--- config.mk ---
export PLATFORM = sky130hd
export DESIGN_NAME = i2c_slave_regfile
export DESIGN_NICKNAME = d
export VERILOG_FILES = /design/src/rtl/i2c_slave_regfile.sv
export SDC_FILE = /design/constraint.sdc
export NUM_CORES = 1
export LEC_CHECK = 0
export CORE_MARGIN = 3
export CORE_UTILIZATION = 40
export CTS_CLUSTER_DIAMETER = 30
export DETAILED_ROUTE_END_ITERATION = 7
export PLACE_DENSITY = 0.54
export SLEW_MARGIN = 20
export SYNTH_ARGS = -nofsm -noshare
export SYNTH_HDL_FRONTEND = slang
export SYNTH_SLANG_ARGS = --single-unit
--- constraint.sdc ---
create_clock -name clk -period 14.3 [get_ports clk]
set_input_delay 2.86 -clock clk [delete_from_list [all_inputs] [get_ports clk]]
set_output_delay 2.86 -clock clk [all_outputs]
set_load 0.02 [all_outputs]
--- src/rtl/i2c_slave_regfile.sv ---
// I2C target with a DEPTH-byte register file and auto-incrementing pointer.
// SCL/SDA are oversampled on clk; no clock stretching.
module i2c_slave_regfile #(
    parameter logic [6:0] SLAVE_ADDR  = 7'h10,
    parameter int         DEPTH       = 16,
    parameter int         SYNC_STAGES = 2
) (
    input  logic                     clk,
    input  logic                     rst,
    input  logic                     scl_in,
    input  logic                     sda_in,
    output logic                     sda_oe,
    input  logic [$clog2(DEPTH)-1:0] host_addr,
    output logic [7:0]               host_rdata,
    output logic                     wr_strobe,
    output logic [$clog2(DEPTH)-1:0] wr_index,
    output logic                     busy,
    output logic                     addr_hit
);
    localparam int AW = $clog2(DEPTH);
    localparam logic [AW-1:0] PTR_ONE = AW'(1);

    localparam logic [3:0] ST_IDLE      = 4'd0;
    localparam logic [3:0] ST_ADDR      = 4'd1;
    localparam logic [3:0] ST_ADDR_ACK  = 4'd2;
    localparam logic [3:0] ST_PTR       = 4'd3;
    localparam logic [3:0] ST_PTR_ACK   = 4'd4;
    localparam logic [3:0] ST_WDATA     = 4'd5;
    localparam logic [3:0] ST_WDATA_ACK = 4'd6;
    localparam logic [3:0] ST_RDATA     = 4'd7;
    localparam logic [3:0] ST_RACK      = 4'd8;
    localparam logic [3:0] ST_WAIT_STOP = 4'd9;

    logic [SYNC_STAGES-1:0] scl_sync_q, sda_sync_q;
    logic                   scl_prev_q, sda_prev_q;
    logic                   scl_s, sda_s;
    logic                   scl_rise, scl_fall, start_c, stop_c;

    logic [3:0]    state_q, state_d;
    logic [3:0]    bitcnt_q, bitcnt_d;
    logic [7:0]    shift_q, shift_d;
    logic [AW-1:0] ptr_q, ptr_d;
    logic          rw_q, rw_d;
    logic          sda_oe_q, sda_oe_d;
    logic          busy_q, busy_d;
    logic          hit_q, hit_d;
    logic          wr_strobe_q, wr_strobe_d;
    logic [AW-1:0] wr_index_q, wr_index_d;
    logic [7:0]    byte_in;
    logic [7:0]    rd_byte;
    logic [7:0]    regs_q [DEPTH];

    assign scl_s    = scl_sync_q[SYNC_STAGES-1];
    assign sda_s    = sda_sync_q[SYNC_STAGES-1];
    assign scl_rise = scl_s & ~scl_prev_q;
    assign scl_fall = ~scl_s & scl_prev_q;
    assign start_c  = scl_s & scl_prev_q & sda_prev_q & ~sda_s;
    assign stop_c   = scl_s & scl_prev_q & ~sda_prev_q & sda_s;
    assign byte_in  = {shift_q[6:0], sda_s};
    assign rd_byte  = regs_q[ptr_q];

    always_ff @(posedge clk or posedge rst) begin
        if (rst) begin
            scl_sync_q <= '1;
            sda_sync_q <= '1;
            scl_prev_q <= 1'b1;
            sda_prev_q <= 1'b1;
        end else begin
            scl_sync_q <= {scl_sync_q[SYNC_STAGES-2:0], scl_in};
            sda_sync_q <= {sda_sync_q[SYNC_STAGES-2:0], sda_in};
            scl_prev_q <= scl_s;
            sda_prev_q <= sda_s;
        end
    end

    always_comb begin
        state_d     = state_q;
        bitcnt_d    = bitcnt_q;
        shift_d     = shift_q;
        ptr_d       = ptr_q;
        rw_d        = rw_q;
        sda_oe_d    = sda_oe_q;
        busy_d      = busy_q;
        hit_d       = hit_q;
        wr_strobe_d = 1'b0;
        wr_index_d  = wr_index_q;
        // Bus conditions win over everything and drop any ACK/data we drive.
        if (stop_c) begin
            state_d  = ST_IDLE;
            bitcnt_d = '0;
            sda_oe_d = 1'b0;
            busy_d   = 1'b0;
            hit_d    = 1'b0;
        end else if (start_c) begin
            state_d  = ST_ADDR;
            bitcnt_d = '0;
            sda_oe_d = 1'b0;
            busy_d   = 1'b1;
            hit_d    = 1'b0;
        end else begin
            unique case (state_q)
                ST_ADDR: if (scl_rise) begin
                    shift_d  = byte_in;
                    bitcnt_d = bitcnt_q + 4'd1;
                    if (bitcnt_q == 4'd7) begin
                        bitcnt_d = '0;
                        if (byte_in[7:1] == SLAVE_ADDR && SLAVE_ADDR != 7'h00) begin
                            state_d = ST_ADDR_ACK;
                            hit_d   = 1'b1;
                            rw_d    = byte_in[0];
                        end else begin
                            state_d = ST_WAIT_STOP;
                        end
                    end
                end
                ST_PTR: if (scl_rise) begin
                    shift_d  = byte_in;
                    bitcnt_d = bitcnt_q + 4'd1;
                    if (bitcnt_q == 4'd7) begin
                        bitcnt_d = '0;
                        ptr_d    = byte_in[AW-1:0];
                        state_d  = ST_PTR_ACK;
                    end
                end
                ST_WDATA: if (scl_rise) begin
                    shift_d  = byte_in;
                    bitcnt_d = bitcnt_q + 4'd1;
                    if (bitcnt_q == 4'd7) begin
                        bitcnt_d    = '0;
                        wr_strobe_d = 1'b1;
                        wr_index_d  = ptr_q;
                        ptr_d       = ptr_q + PTR_ONE;
                        state_d     = ST_WDATA_ACK;
                    end
                end
                // First fall asserts the ACK, the second one releases it.
                ST_ADDR_ACK, ST_PTR_ACK, ST_WDATA_ACK: if (scl_fall) begin
                    sda_oe_d = ~sda_oe_q;
                    if (sda_oe_q) begin
                        if (state_q == ST_ADDR_ACK && rw_q) begin
                            state_d  = ST_RDATA;
                            shift_d  = rd_byte;
                            sda_oe_d = ~rd_byte[7];
                            bitcnt_d = '0;
                        end else if (state_q == ST_ADDR_ACK) begin
                            state_d = ST_PTR;
                        end else begin
                            state_d = ST_WDATA;
                        end
                    end
                end
                ST_RDATA: begin
                    if (scl_rise) bitcnt_d = bitcnt_q + 4'd1;
                    if (scl_fall) begin
                        if (bitcnt_q == 4'd8) begin
                            sda_oe_d = 1'b0;
                            ptr_d    = ptr_q + PTR_ONE;
                            bitcnt_d = '0;
                            state_d  = ST_RACK;
                        end else begin
                            shift_d  = {shift_q[6:0], 1'b0};
                            sda_oe_d = ~shift_q[6];
                        end
                    end
                end
                ST_RACK: begin
                    if (scl_rise) begin
                        if (sda_s) state_d = ST_WAIT_STOP;
                        else       bitcnt_d = 4'd1;
                    end
                    if (scl_fall && bitcnt_q != 4'd0) begin
                        state_d  = ST_RDATA;
                        shift_d  = rd_byte;
                        sda_oe_d = ~rd_byte[7];
                        bitcnt_d = '0;
                    end
                end
                ST_IDLE, ST_WAIT_STOP: ;
                default: state_d = ST_IDLE;
            endcase
        end
    end

    always_ff @(posedge clk or posedge rst) begin
        if (rst) begin
            state_q     <= ST_IDLE;
            bitcnt_q    <= '0;
            shift_q     <= '0;
            ptr_q       <= '0;
            rw_q        <= 1'b0;
            sda_oe_q    <= 1'b0;
            busy_q      <= 1'b0;
            hit_q       <= 1'b0;
            wr_strobe_q <= 1'b0;
            wr_index_q  <= '0;
        end else begin
            state_q     <= state_d;
            bitcnt_q    <= bitcnt_d;
            shift_q     <= shift_d;
            ptr_q       <= ptr_d;
            rw_q        <= rw_d;
            sda_oe_q    <= sda_oe_d;
            busy_q      <= busy_d;
            hit_q       <= hit_d;
            wr_strobe_q <= wr_strobe_d;
            wr_index_q  <= wr_index_d;
        end
    end

    always_ff @(posedge clk or posedge rst) begin
        if (rst) begin
            for (int i = 0; i < DEPTH; i++) regs_q[i] <= '0;
        end else if (wr_strobe_d) begin
            regs_q[ptr_q] <= byte_in;
        end
    end

    assign sda_oe     = sda_oe_q;
    assign host_rdata = regs_q[host_addr];
    assign wr_strobe  = wr_strobe_q;
    assign wr_index   = wr_index_q;
    assign busy       = busy_q;
    assign addr_hit   = hit_q;
endmodule
==> results of run 1 <==
## cell type report
| type | instances | area, um^2 | share of cell area [%] |
|---|---|---|---|
| Multi-Input combinational cell | 410 | 4640 | 46.7 |
| Tap cell | 280 | 350 | 3.52 |
| Inverter | 9 | 38.8 | 0.390 |
| Sequential cell | 162 | 4060 | 40.8 |
| Timing Repair Buffer | 29 | 274 | 2.75 |
| Clock inverter | 13 | 140 | 1.41 |
| Clock buffer | 19 | 443 | 4.45 |
## registers in the layout (all words and copies together), names as in the netlist
signal	count
busy	1
sda_sync_q	2
ptr_q	4
bitcnt_q	4
scl_prev_q	1
wr_index	4
addr_hit	1
regs_q	128
shift_q	7
scl_sync_q	2
sda_oe	1
wr_strobe	1
rw_q	1
sda_prev_q	1
state_q	4
## worst reg2reg max path: cells and delay by family (launching register included)
kind	cells	cell delay [ns]
and+or+nand+nor	4	2.07
DFF	1	0.62
muxes	1	0.42
## kinds of logic after synthesis
kind of cell | Yosys count
flip-flops | 162
adder cells (fa/ha/maj) | 6
AND/OR/NAND/NOR | 101
multiplexers | 232
buffers and inverters | 57
XOR/XNOR | 1
AO/OA/AOI/OAI | 70
## per-stage QoR
step	setup WS (ns)	hold slack (ns)	util, %	instances
after global placement	6.24	0.348	42.8	890
after floorplan	6.72	0.345	-	629
final	6.21	0.356	45.5	922
after global routing	6.17	0.366	45.5	922
after detailed placement	6.21	0.347	42.8	890
after CTS	6.20	0.357	45.4	922
## power by group through the flow
stage,registers (uW),logic [uW],clock network [uW]
6_report,505,92.1,458
2_1_floorplan,485,88.4,0
3_5_place_dp,513,93.3,0
4_1_cts,504,93.6,468
5_1_grt,509,103,488
3_3_place_gp,512,90.7,0
## worst min path at each step
stage | from | end | slack, ns | depth (start not counted)
after floorplan | scl_sync_q[0] | scl_sync_q[1] | 0.35 | 0
after global placement | sda_sync_q[0] | sda_sync_q[1] | 0.35 | 0
after detailed placement | sda_sync_q[0] | sda_sync_q[1] | 0.35 | 0
after CTS | sda_sync_q[0] | sda_sync_q[1] | 0.36 | 0
after global routing | sda_sync_q[0] | sda_sync_q[1] | 0.37 | 0
final | sda_sync_q[0] | sda_sync_q[1] | 0.36 | 0
## placed cells by master, fill, tap and decap left out, types with 3 or more instances in the layout
master,instances
sky130_fd_sc_hd__a21oi_1,15
sky130_fd_sc_hd__inv_6,6
sky130_fd_sc_hd__nor2b_1,8
sky130_fd_sc_hd__nand2b_1,9
sky130_fd_sc_hd__o211ai_1,3
sky130_fd_sc_hd__mux4_2,73
sky130_fd_sc_hd__nor3_4,4
sky130_fd_sc_hd__inv_1,8
sky130_fd_sc_hd__nor3b_1,4
sky130_fd_sc_hd__nand3_1,9
sky130_fd_sc_hd__nand2_4,4
sky130_fd_sc_hd__buf_4,5
sky130_fd_sc_hd__nor4_1,3
sky130_fd_sc_hd__clkbuf_16,17
sky130_fd_sc_hd__clkdlybuf4s50_1,22
sky130_fd_sc_hd__o22ai_1,4
sky130_fd_sc_hd__nor2_2,12
sky130_fd_sc_hd__dfstp_2,6
sky130_fd_sc_hd__mux2_2,139
sky130_fd_sc_hd__o31ai_1,3
sky130_fd_sc_hd__nand2_1,19
sky130_fd_sc_hd__nor2_1,7
sky130_fd_sc_hd__nor3_1,5
sky130_fd_sc_hd__o21ai_0,15
sky130_fd_sc_hd__inv_8,3
sky130_fd_sc_hd__mux2i_1,16
sky130_fd_sc_hd__o221ai_1,9
sky130_fd_sc_hd__dfrtp_1,155
sky130_fd_sc_hd__mux2_1,4
sky130_fd_sc_hd__ha_1,6
## layer usage
metal / vias up / global-route usage (%) / wire length, um
li1: 2447 / - / -
met1: 3000 / 26.0 / 9870
met2: 105 / 32.6 / 11500
met3: 16 / 3.95 / 749
met4: 0 / 4.84 / 312
met5: - / 0 / 0
==> metrics.md, run 1 <==
| Metric | Value |
|---|---|
| Final Critical Period | `8.09 ns` |
| Yosys synthesis warning count | `0` |
| Sum of internal, switching and leakage power | `1060 uW` |
| Basic-gate share of the synthesized area counting and, or, nand and nor cells | `7.45%` |
| Area fraction in compound gates after synthesis | `5.37%` |
| Status | `completed` |
| Detailed placer's ending HPWL | `14.2 mm` |
| Post-route cell area | `9950 um^2` |
| Die span in y | `155 um` |
| Post-synthesis register bit count | `162` |
| Synthesized netlist net count | `643` |
| Initial cell density of the core | `40.8%` |
| Detailed-route wire length | `22.4 mm` |
| Cell area after placement | `9370 um^2` |
| Data arrival, critical path | `5.23 ns` |
| Clock insertion delay at the later pin of the skew report | `0.43 ns` |
| Width of the die | `155 um` |
| Largest family of logic cells by synthesized area | `multiplexers` |
| Number of top-level design ports | `24` |
| Final #Nets | `643` |
| Number of setup buffers added after CTS | `0` |
| Switching part of the total | `28.1%` |
| Reg2Reg Setup Slack | `11.08 ns` |
| Mapped cell area | `8930 um^2` |
| Slew of the pin with the lowest slew margin | `0.928 ns` |
| Critical Setup Path Class | `in -> out` |
| Timing startpoint of the critical path | `host_addr[1]` |
| Die ar. | `24200 um^2` |
| Tot GR Track Use | `19.4%` |
| Total grt overflow | `0` |
| Sink Count | `162` |
| Post-synthesis xor/xnor area fraction | `0.0981%` |
| Capturing point of the worst reg2reg path | `regs_q[86]` |
| CTS Buffer Depth | `2` |
| Post-synth top area cell | `sky130_fd_sc_hd__dfrtp_1` |
| Crit. End Element | `primary output` |
| RSZ-0062 raised after global routing | `false` |
| Clock network power share | `43.4%` |
| Rows | `54` |
| Clock root buffer master | `sky130_fd_sc_hd__clkbuf_16` |
| Power share of the sequential group | `47.9%` |
| Cell at the slowest stage of the critical path | `sky130_fd_sc_hd__clkdlybuf4s50_1` |
| Reported net switching power | `297 uW` |
| Most common cell in the netlist | `sky130_fd_sc_hd__dfrtp_1` |
| Combinational share of power | `8.7%` |
| Total power per unit cell area | `106 nW/um^2` |
| Critical path depth in cells | `5` |
| Final Hold Fails | `0` |
| Wire length per cell | `24.3 um` |
| Top cells by area in the synthesized netlist | `sky130_fd_sc_hd__dfrtp_1, sky130_fd_sc_hd__mux4_2, sky130_fd_sc_hd__mux2_2, sky130_fd_sc_hd__mux2i_1, sky130_fd_sc_hd__dfstp_2` |
| Post-synthesis share of cell area spent on full adders, half adders and majority gates | `0.841%` |
| Drt via density | `6.04` |
| Number of optimization iterations in the first detailed-route pass | `4` |
| Number of buffers and inverters on the critical path | `3` |
| # H-tree levels | `4` |
| Async set-reset flop share out of synthesis | `100%` |
| Clock buffers created by TritonCTS | `17` |
| Most used flip-flop cell after synthesis | `sky130_fd_sc_hd__dfrtp_1` |
| First-pass GRT wire length | `35.6 mm` |
| Remaining design rule violation count | `0` |
| Slew Viols, Final | `0` |
| Worst reg-to-reg path cell count | `5` |
| Path type of the worst min-delay path | `reg -> reg` |
| Number of synthesized flops with an enable pin | `0` |
| Int Power | `759 uW` |
| Core outline area | `21900 um^2` |
| Gpl congestion | `0.839` |
| Synthesized area per cell | `14.2 um^2` |
| End point of the critical path | `host_rdata[5]` |
| Number of input and output port buffers inserted | `23` |
| Number of antenna-violating nets in the routed design | `0` |
| Ordered cell list for the critical path | `clkdlybuf4s50_1 > buf_4 > mux4_2 > mux4_2 > clkdlybuf4s50_1` |
| Maximum number of pins on one net before global-route repair | `85` |
| Layout overhead on the synthesized area | `11.4%` |
| Clk slew on worst S/H paths | `0.07 ns` |
| Kind of cell adding the most delay to the critical path | `buffers and inverters` |
| Fmax achieved | `0.124 GHz` |
| Final number of setup-violating endpoints | `0` |
| R2R Path Start | `scl_sync_q[1]` |
| Peak supply drop | `0.0664 mV` |
| Proportion of synthesized area in mux cells | `38.2%` |
| Antenna violations before repair | `0` |
| P_leak | `0.00421 uW` |
| Post-cts resize count | `0` |
| Via total after detailed routing | `5568` |
| Rel. slew slack | `37.7%` |
| Share of final-layout standard cells stronger than drive strength 1 | `44.5%` |
| Filler instances | `1944` |
| Via count of the first global-routing pass | `5834` |
| Synth unique cells | `61` |
| Critical path peak fanout | `32` |
| Sequential share of the synthesized area | `45.5%` |
| Share of the clock period used by the worst path after layout | `56.6%` |
| Required time at the worst-slack endpoint | `11.44 ns` |
| TritonCTS clock tree | `done` |
| Commonest cells post-synth | `sky130_fd_sc_hd__dfrtp_1, sky130_fd_sc_hd__mux2_2, sky130_fd_sc_hd__mux4_2` |
| Peak per-stage delay on the critical path | `0.56 ns` |
| Drt first-iter violations | `346` |
| Final sum of negative setup slack | `0 ns` |
| Area share of the leading cell type in the synthesized netlist | `43.7%` |
| Hold-fix buffers, CTS | `0` |
| Worst setup SP type | `input port` |
| Final Skew | `0.0104 ns` |
| Diodes inserted | `0` |
| Max-cap violations | `0` |
| Number of instances in the synthesized netlist | `629` |
Power figures use the tool's default switching activity.
==> inputs of run 2 (changes only) <==
==> constraint.sdc (replaced) <==
create_clock -name clk -period 7.9 [get_ports clk]
set_input_delay 1.58 -clock clk [delete_from_list [all_inputs] [get_ports clk]]
set_output_delay 1.58 -clock clk [all_outputs]
set_load 0.02 [all_outputs]
==> metrics.md, run 2 (synthesis results as in run 1) <==
| Metric | Value |
|---|---|
| Detailed-route wire length | `23.0 mm (was 22.4 mm)` |
| Final sum of negative setup slack | `0 ns (unchanged)` |
| Fmax achieved | `0.175 GHz` |
| Final number of setup-violating endpoints | `0 (unchanged)` |
| Initial cell density of the core | `40.8% (unchanged)` |
| Layout overhead on the synthesized area | `11.9% (was 11.4%)` |
| Clock root buffer master | `sky130_fd_sc_hd__clkbuf_16 (unchanged)` |
| Total grt overflow | `0 (unchanged)` |
| Final #Nets | `643 (unchanged)` |
| Clock buffers created by TritonCTS | `17 (unchanged)` |
| Worst setup SP type | `input port (unchanged)` |
| Final Critical Period | `5.73 ns` |
| Clk slew on worst S/H paths | `0.06 ns (was 0.07 ns)` |
| Placement-stage worst setup slack | `2.11 ns (was 6.21 ns)` |
| Rel. slew slack | `37.4% (was 37.7%)` |
| Slew of the pin with the lowest slew margin | `0.938 ns (was 0.928 ns)` |
| Max FFs per register | `128 (unchanged)` |
| Number of antenna-violating nets in the routed design | `0 (unchanged)` |
| Remaining design rule violation count | `0 (unchanged)` |
| Diodes inserted | `0 (unchanged)` |
| CTS Buffer Depth | `2 (unchanged)` |
| Sink Count | `162 (unchanged)` |
| Width of the die | `155 um (unchanged)` |
| Peak supply drop | `0.122 mV (was 0.0664 mV)` |
| Max-cap violations | `0 (unchanged)` |
| Data arrival, critical path | `4.15 ns (was 5.23 ns)` |
| # H-tree levels | `4 (unchanged)` |
| P_leak | `0.00423 uW (was 0.00421 uW)` |
| RSZ-0062 raised after global routing | `false (unchanged)` |
| Drt via density | `6.21 (was 6.04)` |
| Post-cts resize count | `0 (unchanged)` |
| Path type of the worst min-delay path | `reg -> reg (unchanged)` |
| Detailed placer's ending HPWL | `14.5 mm (was 14.2 mm)` |
| Final instance count without filler cells | `921 (was 922)` |
| Final core occ | `45.7% (was 45.5%)` |
| Final Skew | `0.00694 ns (was 0.0104 ns)` |
| Wire length per cell | `25.0 um (was 24.3 um)` |
| Hold path startpoint | `scl_sync_q[0] (was sda_sync_q[0])` |
| Via total after detailed routing | `5718 (was 5568)` |
| Die ar. | `24200 um^2 (unchanged)` |
| Number of setup buffers added after CTS | `0 (unchanged)` |
| Maximum number of pins on one net before global-route repair | `102 (was 85)` |
| Total power per unit cell area | `198 nW/um^2 (was 106 nW/um^2)` |
| Gpl congestion | `0.819 (was 0.839)` |
| Number of top-level design ports | `24 (unchanged)` |
| Share of final-layout standard cells stronger than drive strength 1 | `44.5% (about the same)` |
| Placed instance count | `890 (unchanged)` |
| Crit. End Element | `primary output (unchanged)` |
| Leading cell type in the layout, fill and taps excluded | `sky130_fd_sc_hd__dfrtp_1 (unchanged)` |
| Core outline area | `21900 um^2 (unchanged)` |
| Required time at the worst-slack endpoint | `6.32 ns (was 11.44 ns)` |
| Slew Viols, Final | `0 (unchanged)` |
| Critical Setup Path Class | `in -> out (unchanged)` |
| Rows | `54 (unchanged)` |
| Number of input and output port buffers inserted | `23 (unchanged)` |
| R2R Path Start | `scl_sync_q[1] (unchanged)` |
| Most used cells in the layout excluding fill and tap cells | `sky130_fd_sc_hd__dfrtp_1, sky130_fd_sc_hd__mux2_2, sky130_fd_sc_hd__mux4_2, sky130_fd_sc_hd__clkdlybuf4s50_1, sky130_fd_sc_hd__nand2_1 (unchanged)` |
| Registers with the highest flip-flop counts | `regs_q (128), shift_q (7) (unchanged)` |
| Antenna violations before repair | `0 (unchanged)` |
| Drt first-iter violations | `299 (was 346)` |
| TritonCTS clock tree | `done (unchanged)` |
| Post-route setup slack | `2.17 ns (was 6.21 ns)` |
| Hold-fix buffers, CTS | `0 (unchanged)` |
| Die span in y | `155 um (unchanged)` |
| Timing startpoint of the critical path | `host_addr[0] (was host_addr[1])` |
| Critical path peak fanout | `17 (was 32)` |
| First-pass GRT wire length | `36.2 mm (was 35.6 mm)` |
| Share of the clock period used by the worst path after layout | `72.5%` |
| Sum of internal, switching and leakage power | `1980 uW (was 1060 uW)` |
| Status | `completed (unchanged)` |
| Clock insertion delay at the later pin of the skew report | `0.43 ns (about the same)` |
| Final Hold Fails | `0 (unchanged)` |
| Tot GR Track Use | `19.8% (was 19.4%)` |
| Reg with most FFs | `regs_q (unchanged)` |
| Number of optimization iterations in the first detailed-route pass | `5 (was 4)` |
| Via count of the first global-routing pass | `5968 (was 5834)` |
==> run 2: path summary, 6_finish.rpt <==
path	to	depth (start not counted)	slack, ns
worst max-delay path	host_rdata[4]	5	2.17
worst min-delay path	scl_sync_q[1]	0	0.35
worst max register to register	regs_q[71]	5	4.67
worst min register to register	scl_sync_q[1]	0	0.35
max in group asynchronous	ptr_q[0]	3	4.75
min in group asynchronous	regs_q[30]	2	1.75
==> run 2: through the flow <==
| step | area (um^2) | hold WS (ns) |
|---|---|---|
| CTS | 10000 | 0.353 |
| global route | 10000 | 0.355 |
| detailed placement | 9370 | 0.349 |
| global placement | 9370 | 0.348 |
| finish | 10000 | 0.353 |
| floorplan | 8930 | 0.345 |
==> run 2: area by class of cell <==
class	instances	area, um^2
flip-flops and latches	162	4060
repair buffers	29	270
inverters	9	38.8
well taps	280	350
clock buffers	20	457
fillers	1942	11900
clock inverters	11	175
multi-input cells	410	4640
==> run 2: critical path: stages <==
cell,delay [ns]
sky130_fd_sc_hd__buf_2,0.48
sky130_fd_sc_hd__buf_4,0.45
sky130_fd_sc_hd__mux4_2,0.55
sky130_fd_sc_hd__mux4_2,0.51
sky130_fd_sc_hd__clkdlybuf4s50_1,0.56
==> run 2: layer usage <==
metal  vias up  part of all wire, %  wire (um)  GRT usage [%]
met1      3106                   44      10100           26.6
met5         -                    0          0              0
met2       143                   51      11700           32.9
li1       2443                    -          -              -
met4         0                  1.4        323           5.34
met3        26                  4.0        926           4.03
==> run 2: report_power, final <==
group          switching, uW  internal (uW)
registers               69.3            848
logic                   97.2           71.2
clock network            351            548
total                    517           1470
